File: config.mk
export PLATFORM = sky130hd
export DESIGN_NAME = spi_rx
export DESIGN_NICKNAME = d
export VERILOG_FILES = /design/src/rtl/spi_rx.sv
export SDC_FILE = /design/constraint.sdc
export NUM_CORES = 1
export LEC_CHECK = 0
export ABC_AREA = 1
export CAP_MARGIN = 30
export CORE_MARGIN = 5
export CORE_UTILIZATION = 49
export DETAILED_ROUTE_END_ITERATION = 8
export PLACE_DENSITY = 0.72
export SLEW_MARGIN = 5
export SYNTH_ARGS = -nofsm -noshare
export SYNTH_HDL_FRONTEND = slang
export SYNTH_SLANG_ARGS = --single-unit
File: constraint.sdc
create_clock -name clk -period 1.3 [get_ports clk]
set_input_delay 0.39 -clock clk [delete_from_list [all_inputs] [get_ports clk]]
set_output_delay 0.39 -clock clk [all_outputs]
set_load 0.05 [all_outputs]
File: src/rtl/spi_rx.sv
`default_nettype none
// ============================================================================
//  Module      : spi_rx
//  Description : SPI receive endpoint. Synchronizes spi_cs/spi_clk/spi_data
//                into the clk domain, reassembles MSB-first DATA_W-bit words
//                and presents them through a 1-entry valid/ready buffer.
//                Flags truncated or over-long frames and dropped words.
//  Revision    : 1.0  initial release
// ============================================================================
module spi_rx #(
    parameter int DATA_W      = 24,
    parameter int SYNC_STAGES = 2
) (
    input  logic              clk,
    input  logic              RSTn,
    input  logic              spi_cs,
    input  logic              spi_clk,
    input  logic              spi_data,
    output logic [DATA_W-1:0] rx_data,
    output logic              rx_valid,
    input  logic              rx_ready,
    output logic              busy,
    output logic              frame_err,
    output logic              overrun
);

    localparam int             c_cnt_w = $clog2(DATA_W + 1);
    localparam logic [c_cnt_w-1:0] c_last_bit = c_cnt_w'(DATA_W - 1);

    localparam logic [1:0] c_idle = 2'd0;
    localparam logic [1:0] c_recv = 2'd1;
    localparam logic [1:0] c_done = 2'd2;

    logic [SYNC_STAGES-1:0] r_cs_sync;
    logic [SYNC_STAGES-1:0] r_clk_sync;
    logic [SYNC_STAGES-1:0] r_data_sync;
    logic                   r_sclk_prev;

    logic [1:0]             r_state;
    logic [c_cnt_w-1:0]     r_bit_cnt;
    logic [DATA_W-1:0]      r_shift;
    logic                   r_load;
    logic                   r_frame_err;

    logic [DATA_W-1:0]      r_rx_data;
    logic                   r_rx_valid;
    logic                   r_overrun;

    logic                   w_cs_s;
    logic                   w_clk_s;
    logic                   w_data_s;
    logic                   w_sclk_rise;

    assign w_cs_s      = r_cs_sync[SYNC_STAGES-1];
    assign w_clk_s     = r_clk_sync[SYNC_STAGES-1];
    assign w_data_s    = r_data_sync[SYNC_STAGES-1];
    assign w_sclk_rise = w_clk_s & ~r_sclk_prev;

    // Multi-flop synchronizers on the asynchronous SPI pins, plus the
    // previous synced spi_clk for rising-edge detection.
    always_ff @(posedge clk or negedge RSTn) begin
        if (!RSTn) begin
            r_cs_sync   <= '1;
            r_clk_sync  <= '0;
            r_data_sync <= '0;
            r_sclk_prev <= 1'b0;
        end else begin
            r_cs_sync   <= {r_cs_sync[SYNC_STAGES-2:0], spi_cs};
            r_clk_sync  <= {r_clk_sync[SYNC_STAGES-2:0], spi_clk};
            r_data_sync <= {r_data_sync[SYNC_STAGES-2:0], spi_data};
            r_sclk_prev <= w_clk_s;
        end
    end

    // Frame FSM: shifts bits in while cs is low, raises a one-cycle load
    // request on the last bit and flags truncated or over-long frames.
    always_ff @(posedge clk or negedge RSTn) begin
        if (!RSTn) begin
            r_state     <= c_idle;
            r_bit_cnt   <= '0;
            r_shift     <= '0;
            r_load      <= 1'b0;
            r_frame_err <= 1'b0;
        end else begin
            r_load      <= 1'b0;
            r_frame_err <= 1'b0;
            case (r_state)
                c_idle: begin
                    if (!w_cs_s) begin
                        r_state   <= c_recv;
                        r_bit_cnt <= '0;
                        r_shift   <= '0;
                    end
                end
                c_recv: begin
                    if (w_cs_s) begin
                        // cs rising before any bit is just an empty window
                        r_frame_err <= (r_bit_cnt != '0);
                        r_state     <= c_idle;
                    end else if (w_sclk_rise) begin
                        r_shift   <= {r_shift[DATA_W-2:0], w_data_s};
                        r_bit_cnt <= r_bit_cnt + 1'b1;
                        if (r_bit_cnt == c_last_bit) begin
                            r_state <= c_done;
                            r_load  <= 1'b1;
                        end
                    end
                end
                c_done: begin
                    // bit_cnt is left at DATA_W; extra edges only raise errors
                    if (w_cs_s) begin
                        r_state <= c_idle;
                    end else if (w_sclk_rise) begin
                        r_frame_err <= 1'b1;
                    end
                end
                default: begin
                    r_state <= c_idle;
                end
            endcase
        end
    end

    // One-entry output buffer: a completed word replaces an accepted one in
    // the same cycle, but is dropped (and overrun set) if the old word stays.
    always_ff @(posedge clk or negedge RSTn) begin
        if (!RSTn) begin
            r_rx_data  <= '0;
            r_rx_valid <= 1'b0;
            r_overrun  <= 1'b0;
        end else if (r_load) begin
            if (!r_rx_valid || rx_ready) begin
                r_rx_data  <= r_shift;
                r_rx_valid <= 1'b1;
            end else begin
                r_overrun  <= 1'b1;
            end
        end else if (r_rx_valid && rx_ready) begin
            r_rx_valid <= 1'b0;
        end
    end

    assign rx_data   = r_rx_data;
    assign rx_valid  = r_rx_valid;
    assign overrun   = r_overrun;
    assign frame_err = r_frame_err;
    assign busy      = (r_state != c_idle);

endmodule
`default_nettype wire
==> results.py, run 1 <==
metrics = {
    "status": {
        "status": "complete, but fails checks",
        "failed_checks": "setup timing",
    },
    "logic_synthesis": {
        "syn_inst": 241,
        "ys_types": 24,
        "synth_seq_cells": 66,
        "async_flop_share_pct": 100,
        "synth.most_common_cell": "dfrtp_1",
        "synthFlopType": "dfrtp_1",
        "syn_area_um2": 2690,
        "synth_xor_area_share_pct": 0,
        "synthSimpleGateAreaFrac_pct": 11.3,
        "yosysSeqAreaShare_pct": 61.4,
        "synth_compound_area_share_pct": 17.0,
        "synth_top_area_share_pct": 59.5,
        "avgSynthCellArea_um2": 11.2,
        "synth_top_family_by_area": "compound AO/OA/AOI/OAI gates",
        "synth_common_cells": "dfrtp_1 (64), nand2_1 (41), inv_1 (37)",
        "yosys.area.top_type": "dfrtp_1",
        "synthTopCellsByArea": "dfrtp_1 (59%), o22ai_2 (9.3%), nand2_1 (5.7%)",
        "synth-edff-count": 0,
        "yosys_warnings": 0,
        "synthMuxAreaShare_pct": 0,
        "synth_nets": 252,
        "synthAdderAreaFrac_pct": 2.32,
    },
    "sta": {
        "final.period_utilization_pct": 121,
        "slew_headroom_pct": 76.7,
        "rsz0062_at_grt": "true",
        "worstMarginPinSlew_ns": 0.349,
        "fin_ws_ns": -0.273,
        "drv_slew": 0,
        "tns_ns": -6.69,
        "min_period_ns": 1.57,
        "hold_ws_ns": 0.0586,
        "finClkSkew_ns": 0.00578,
        "max_freq_mhz": 636,
        "hold_viol": 0,
        "setup_viol": 44,
    },
    "power_and_ir_drop": {
        "p_leak_nw": 1.81,
        "power_density_nw_per_um2": 1530,
        "vdd_drop_max_mv": 1.12,
        "power_mw": 6.45,
    },
    "drt": {
        "post_drt_wl_per_cell_um": 17.8,
        "first_iter_violations": 184,
        "ant_nets": 0,
        "viasPerCell": 5.31,
        "drc": 0,
        "wl_um": 7010,
        "drtPass1Iterations": 4,
        "vias": 2092,
    },
    "global_routing": {
        "grt_overflow": 0,
        "grt_pass1_vias": 2174,
        "track_usage_pct": 20.2,
        "grt_max_degree": 67,
        "grt_pass1_wl_um": 11100,
        "antenna_found_initial": 0,
    },
    "cts": {
        "cts_tree": "done",
        "htreeDepth": 3,
        "cts_sinks": 66,
        "clk_latency_ns": 0.33,
        "numCtsBuffers": 9,
        "cts.clk_slew.worst_paths_ns": 0.07,
        "cts_root_buf": "clkbuf_8",
        "clockBufferDepth": 2,
    },
    "floorplanning": {
        "pin_count": 34,
        "rows": 27,
        "start_util_pct": 49.5,
        "fp.dieW_um": 84.1,
        "die_h_um": 84.1,
        "core_area_um2": 5440,
        "die_area_um2": 7080,
    },
    "placed_design": {
        "place_hpwl_um": 3150,
        "place_inst": 350,
        "post-place-ws_ns": -0.213,
        "port_buffers": 33,
        "gp_congestion": 0.722,
    },
    "worst_setup_path": {
        "critPathRequiredTime_ns": 0.91,
        "cp-end-kind": "primary output",
        "arrival_ns": 1.18,
        "crit_type": "flop to primary output",
        "critical_path.startpoint_type": "flop",
        "crit_path_max_fanout": 2,
    },
    "cells_and_area": {
        "fin_nets": 328,
        "instances_no_fill": 394,
        "fillers": 316,
        "antenna_cells": 0,
        "drive_gt1_share_pct": 44.4,
        "area_growth_pct": 56.2,
    },
    "worst_hold_path": {
        "hp-class": "input pin to async pin",
    },
    "run": {
        "maxCapViolations": 0,
    },
}
## worst paths after layout
kind	slack, ns	from	to	cells after the start
worst max-delay path	-0.27	r_state[1]	busy	4
max in group asynchronous	0.91	RSTn	r_cs_sync[0]	2
worst max register to register	-0.25	r_state[1]	r_shift[15]	9
worst min register to register	0.35	r_clk_sync[0]	r_clk_sync[1]	0
worst min-delay path	0.06	RSTn	r_load	2
min in group clk	0.35	r_clk_sync[0]	r_clk_sync[1]	0
## metal layers
| layer | global-route usage [%] | vias to the layer above | wire length (um) |
|---|---|---|---|
| li1 | - | 945 | - |
| met5 | 0 | - | 0 |
| met1 | 24.4 | 1040 | 2830 |
| met4 | 8.19 | 0 | 142 |
| met3 | 4.51 | 17 | 362 |
| met2 | 34.9 | 90 | 3670 |
## registers in the layout, summed over array words and instances (netlist names)
signal and cells:
r_data_sync 2, rx_data 24, r_load 1, r_bit_cnt 5, r_sclk_prev 1, r_state 2
r_clk_sync 2, rx_valid 1, r_shift 24, frame_err 1, r_cs_sync 2, overrun 1
## power by group
group | internal, mW | switching, mW | leakage [nW]
registers | 2.14 | 0.0708 | 0.899
logic | 1.27 | 1.26 | 0.810
clock network | 0.953 | 0.755 | 0.106
total | 4.36 | 2.08 | 1.81
## cells by family (layout without fill, tap and decap cells)
family | after synthesis | in the layout
adders and majority gates | 5 | 5
buffers and inverters | 48 | 126
and+or+nand+nor | 64 | 67
DFF | 66 | 66
AOI/OAI and AO/OA | 58 | 58
## per-stage QoR
step | util [%] | cell area (um2)
floorplan | - | 2710
global placement | 64.0 | 3480
detailed placement | 64.0 | 3480
CTS | 75.0 | 4080
global route | 77.4 | 4210
finish | 77.4 | 4210
## worst max-delay path: stages (launching register included)
cell	delay, ns
dfrtp_1	0.39
inv_2	0.09
ha_4	0.14
clkinvlp_4	0.09
buf_12	0.15
## placed cells by master, fill, tap and decap left out, drive strengths merged, types with 4 or more instances in the layout
master          n
inv            38
dfrtp          64
nand2          45
clkdlybuf4s50   4
nand3          12
buf            67
nor2            8
ha              5
o21ai          30
clkbuf         15
o22ai          23
## what timing repair did
item | in CTS | in global routing
endpoints found under the setup margin | 58 | 62
buffers inserted | 19 | 6
hold buffers | 0 | 0
gates resized for setup | 26 | 25
pin swaps | 8 | 9
gates cloned | 5 | 0
hold endpoints to repair | 0 | 0
## layout make-up
| type | count | area, um2 | area share [%] |
|---|---|---|---|
| tap | 72 | 90.1 | 2.14 |
| inverter | 39 | 155 | 3.69 |
| clock buffer | 15 | 196 | 4.67 |
| sequential | 66 | 1660 | 39.3 |
| multi-input combinational | 130 | 1060 | 25.2 |
| timing repair buffer | 71 | 1050 | 24.9 |
| clock inverter | 1 | 5.00 | 0.119 |
Power figures use the tool's default switching activity.
==> run 2: changes to the inputs <==
--- a/config.mk
+++ b/config.mk
@@ -6,7 +6,6 @@
 export NUM_CORES = 1
 export LEC_CHECK = 0
 export ABC_AREA = 1
-export CAP_MARGIN = 30
 export CORE_MARGIN = 5
 export CORE_UTILIZATION = 49
 export DETAILED_ROUTE_END_ITERATION = 8
==> results of run 2 <==
Final layout, timing and power as in run 1 (identical DEF).
==> run 3: changes to the inputs <==
--- a/config.mk
+++ b/config.mk
@@ -6,10 +6,10 @@
 export NUM_CORES = 1
 export LEC_CHECK = 0
 export ABC_AREA = 1
-export CORE_MARGIN = 5
+export CORE_MARGIN = 4
 export CORE_UTILIZATION = 49
 export DETAILED_ROUTE_END_ITERATION = 8
-export PLACE_DENSITY = 0.72
+export PLACE_DENSITY_LB_ADDON = 0.05
 export SLEW_MARGIN = 5
 export SYNTH_ARGS = -nofsm -noshare
 export SYNTH_HDL_FRONTEND = slang
==> run 3 against run 2 <==
Compared with the run above: the flow still finishes with violations (setup timing); worst setup slack got worse by 0.055 ns; clock skew increased by 0.0024 ns; maximum frequency decreased by 3.4%; final cell count unchanged; cell area decreased by 1.6%; clock power decreased by 4%; first-iteration DRC count decreased by 50%; sequential power about the same; die area decreased by 4.7%; flip-flop and latch count unchanged; critical path depth unchanged; total power decreased by 3.5%.
==> results.py, run 3 (same netlist as run 1, synthesis figures left out) <==
metrics = {
    "global_routing": {
        "grt_max_degree": 67,
        "grt_overflow": 0,
        "track_usage_pct": 18.5,
        "grt_pass1_vias": 1916,
        "use_met2_pct": 29.0,
        "grt_pass1_wl_um": 9070,
        "busiest_layer": "met2",
        "antenna_found_initial": 0,
        "grt.met3_usage_pct": 5.31,
        "grt_use_met1_pct": 23.5,
    },
    "floorplanning": {
        "fp.dieW_um": 82.1,
        "core_area_um2": 5200,
        "die_h_um": 82.1,
        "rows": 26,
        "pin_count": 34,
        "die_area_um2": 6750,
        "start_util_pct": 51.8,
    },
    "drt": {
        "first_iter_violations": 92,
        "drtPass1Iterations": 5,
        "vias": 1945,
        "wl_um": 5550,
        "drc": 0,
        "post_drt_wl_per_cell_um": 14.1,
        "ant_nets": 0,
        "viasPerCell": 4.94,
    },
    "cells_and_area": {
        "drive_gt1_share_pct": 42.0,
        "antenna_cells": 0,
        "layout_common_cells": "dfrtp_1 (63), nand2_1 (38), buf_12 (38)",
        "fin_nets": 330,
        "area_growth_pct": 53.7,
        "final_common_cell": "dfrtp_1",
        "fin_area_um2": 4140,
    },
    "cts": {
        "htreeDepth": 3,
        "cts_root_buf": "clkbuf_8",
        "clockBufferDepth": 2,
        "cts.clk_slew.worst_paths_ns": 0.07,
        "cts_sinks": 66,
        "cts_tree": "done",
        "numCtsBuffers": 9,
        "cts_hold_buf": 0,
        "clk_latency_ns": 0.35,
    },
    "worst_setup_path": {
        "crit_start": "r_state[0]",
        "endpoint": "busy",
        "crit_type": "flop to primary output",
        "r2r-start": "r_state[0]",
        "arrival_ns": 1.24,
        "reg2regPathDepth": 8,
        "reg2reg_slack_ns": -0.28,
        "crit_path_max_fanout": 2,
        "critPathRequiredTime_ns": 0.91,
        "critical_path.startpoint_type": "flop",
        "cp-end-kind": "primary output",
        "r2r-end": "r_shift[18]",
    },
    "power_and_ir_drop": {
        "netSwitchingPower_mw": 1.91,
        "vdd_drop_max_mv": 1.93,
        "seqPwrFrac_pct": 35.2,
        "power_density_nw_per_um2": 1500,
        "p_leak_nw": 1.85,
        "switching_share_pct": 30.8,
        "pwr-share-clk_pct": 26.5,
        "p_int_mw": 4.31,
        "power_frac_comb_pct": 38.4,
    },
    "sta": {
        "hold_viol": 0,
        "rsz0062_at_grt": "true",
        "drv_slew": 0,
        "tns_ns": -8.07,
        "finClkSkew_ns": 0.00816,
        "hold_ws_ns": 0.0491,
        "min_period_ns": 1.63,
        "fin_ws_ns": -0.328,
        "worstMarginPinSlew_ns": 0.355,
        "setup_viol": 54,
        "slew_headroom_pct": 76.4,
        "final.period_utilization_pct": 125,
        "max_freq_mhz": 614,
    },
    "status": {
        "status": "complete, but fails checks",
        "failed_checks": "setup timing",
    },
    "placed_design": {
        "post-place-ws_ns": -0.243,
        "place_hpwl_um": 3360,
        "port_buffers": 33,
        "post_dp_cell_area_um2": 3530,
        "gp_congestion": 0.805,
    },
    "run": {
        "maxCapViolations": 0,
    },
    "worst_hold_path": {
        "hp-class": "input pin to async pin",
    },
}
## run 3: layer usage
layer	wire length (um)	vias up
li1	-	940
met1	2400	954
met2	2810	37
met3	197	14
met4	145	0
met5	0	-
## run 3: metrics by stage
| stage | util, % | power, mW | std cells |
|---|---|---|---|
| CTS | 77.2 | 6.03 | 383 |
| finish | 79.6 | 6.22 | 394 |
| global route | 79.6 | 6.50 | 394 |
| detailed placement | 67.9 | 3.66 | 352 |
| global placement | 67.9 | 3.61 | 352 |
| floorplan | - | 3.08 | 241 |
## run 3: final cells by class
class,instances,area [um2]
flip-flops and latches,66,1660
repair buffers,76,1130
fillers,312,1060
multi-input cells,127,927
inverters,39,160
clock buffers,10,128
well taps,70,87.6
clock inverters,6,57.6
## run 3: power groups by stage
stage,combinational [mW],sequential [mW],clock (mW)
after floorplan,0.840,2.24,0
after global placement,1.39,2.22,0
after detailed placement,1.44,2.22,0
after CTS,2.18,2.18,1.67
after global routing,2.53,2.19,1.78
final,2.39,2.19,1.65
## run 3: worst min-delay path by stage
stage	to	slack, ns	depth (start not counted)
finish	frame_err	0.05	2
global route	r_shift[20]	0.08	2
CTS	rx_data[22]	0.06	2
detailed placement	r_clk_sync[1]	0.34	0
global placement	r_data_sync[1]	0.33	0
floorplan	frame_err	0.09	0
## run 3: worst max-delay path, cell delays in order, from the launching register on
cell,delay [ns]
dfrtp_1,0.40
inv_2,0.09
ha_4,0.15
clkinvlp_4,0.10
buf_12,0.16
## run 3: what timing repair did
item | in CTS | in global routing
pin swaps | 3 | 1
buffers inserted | 13 | 11
cloned | 2 | 1
resized for setup | 29 | 5
endpoints found under the setup margin | 58 | 61
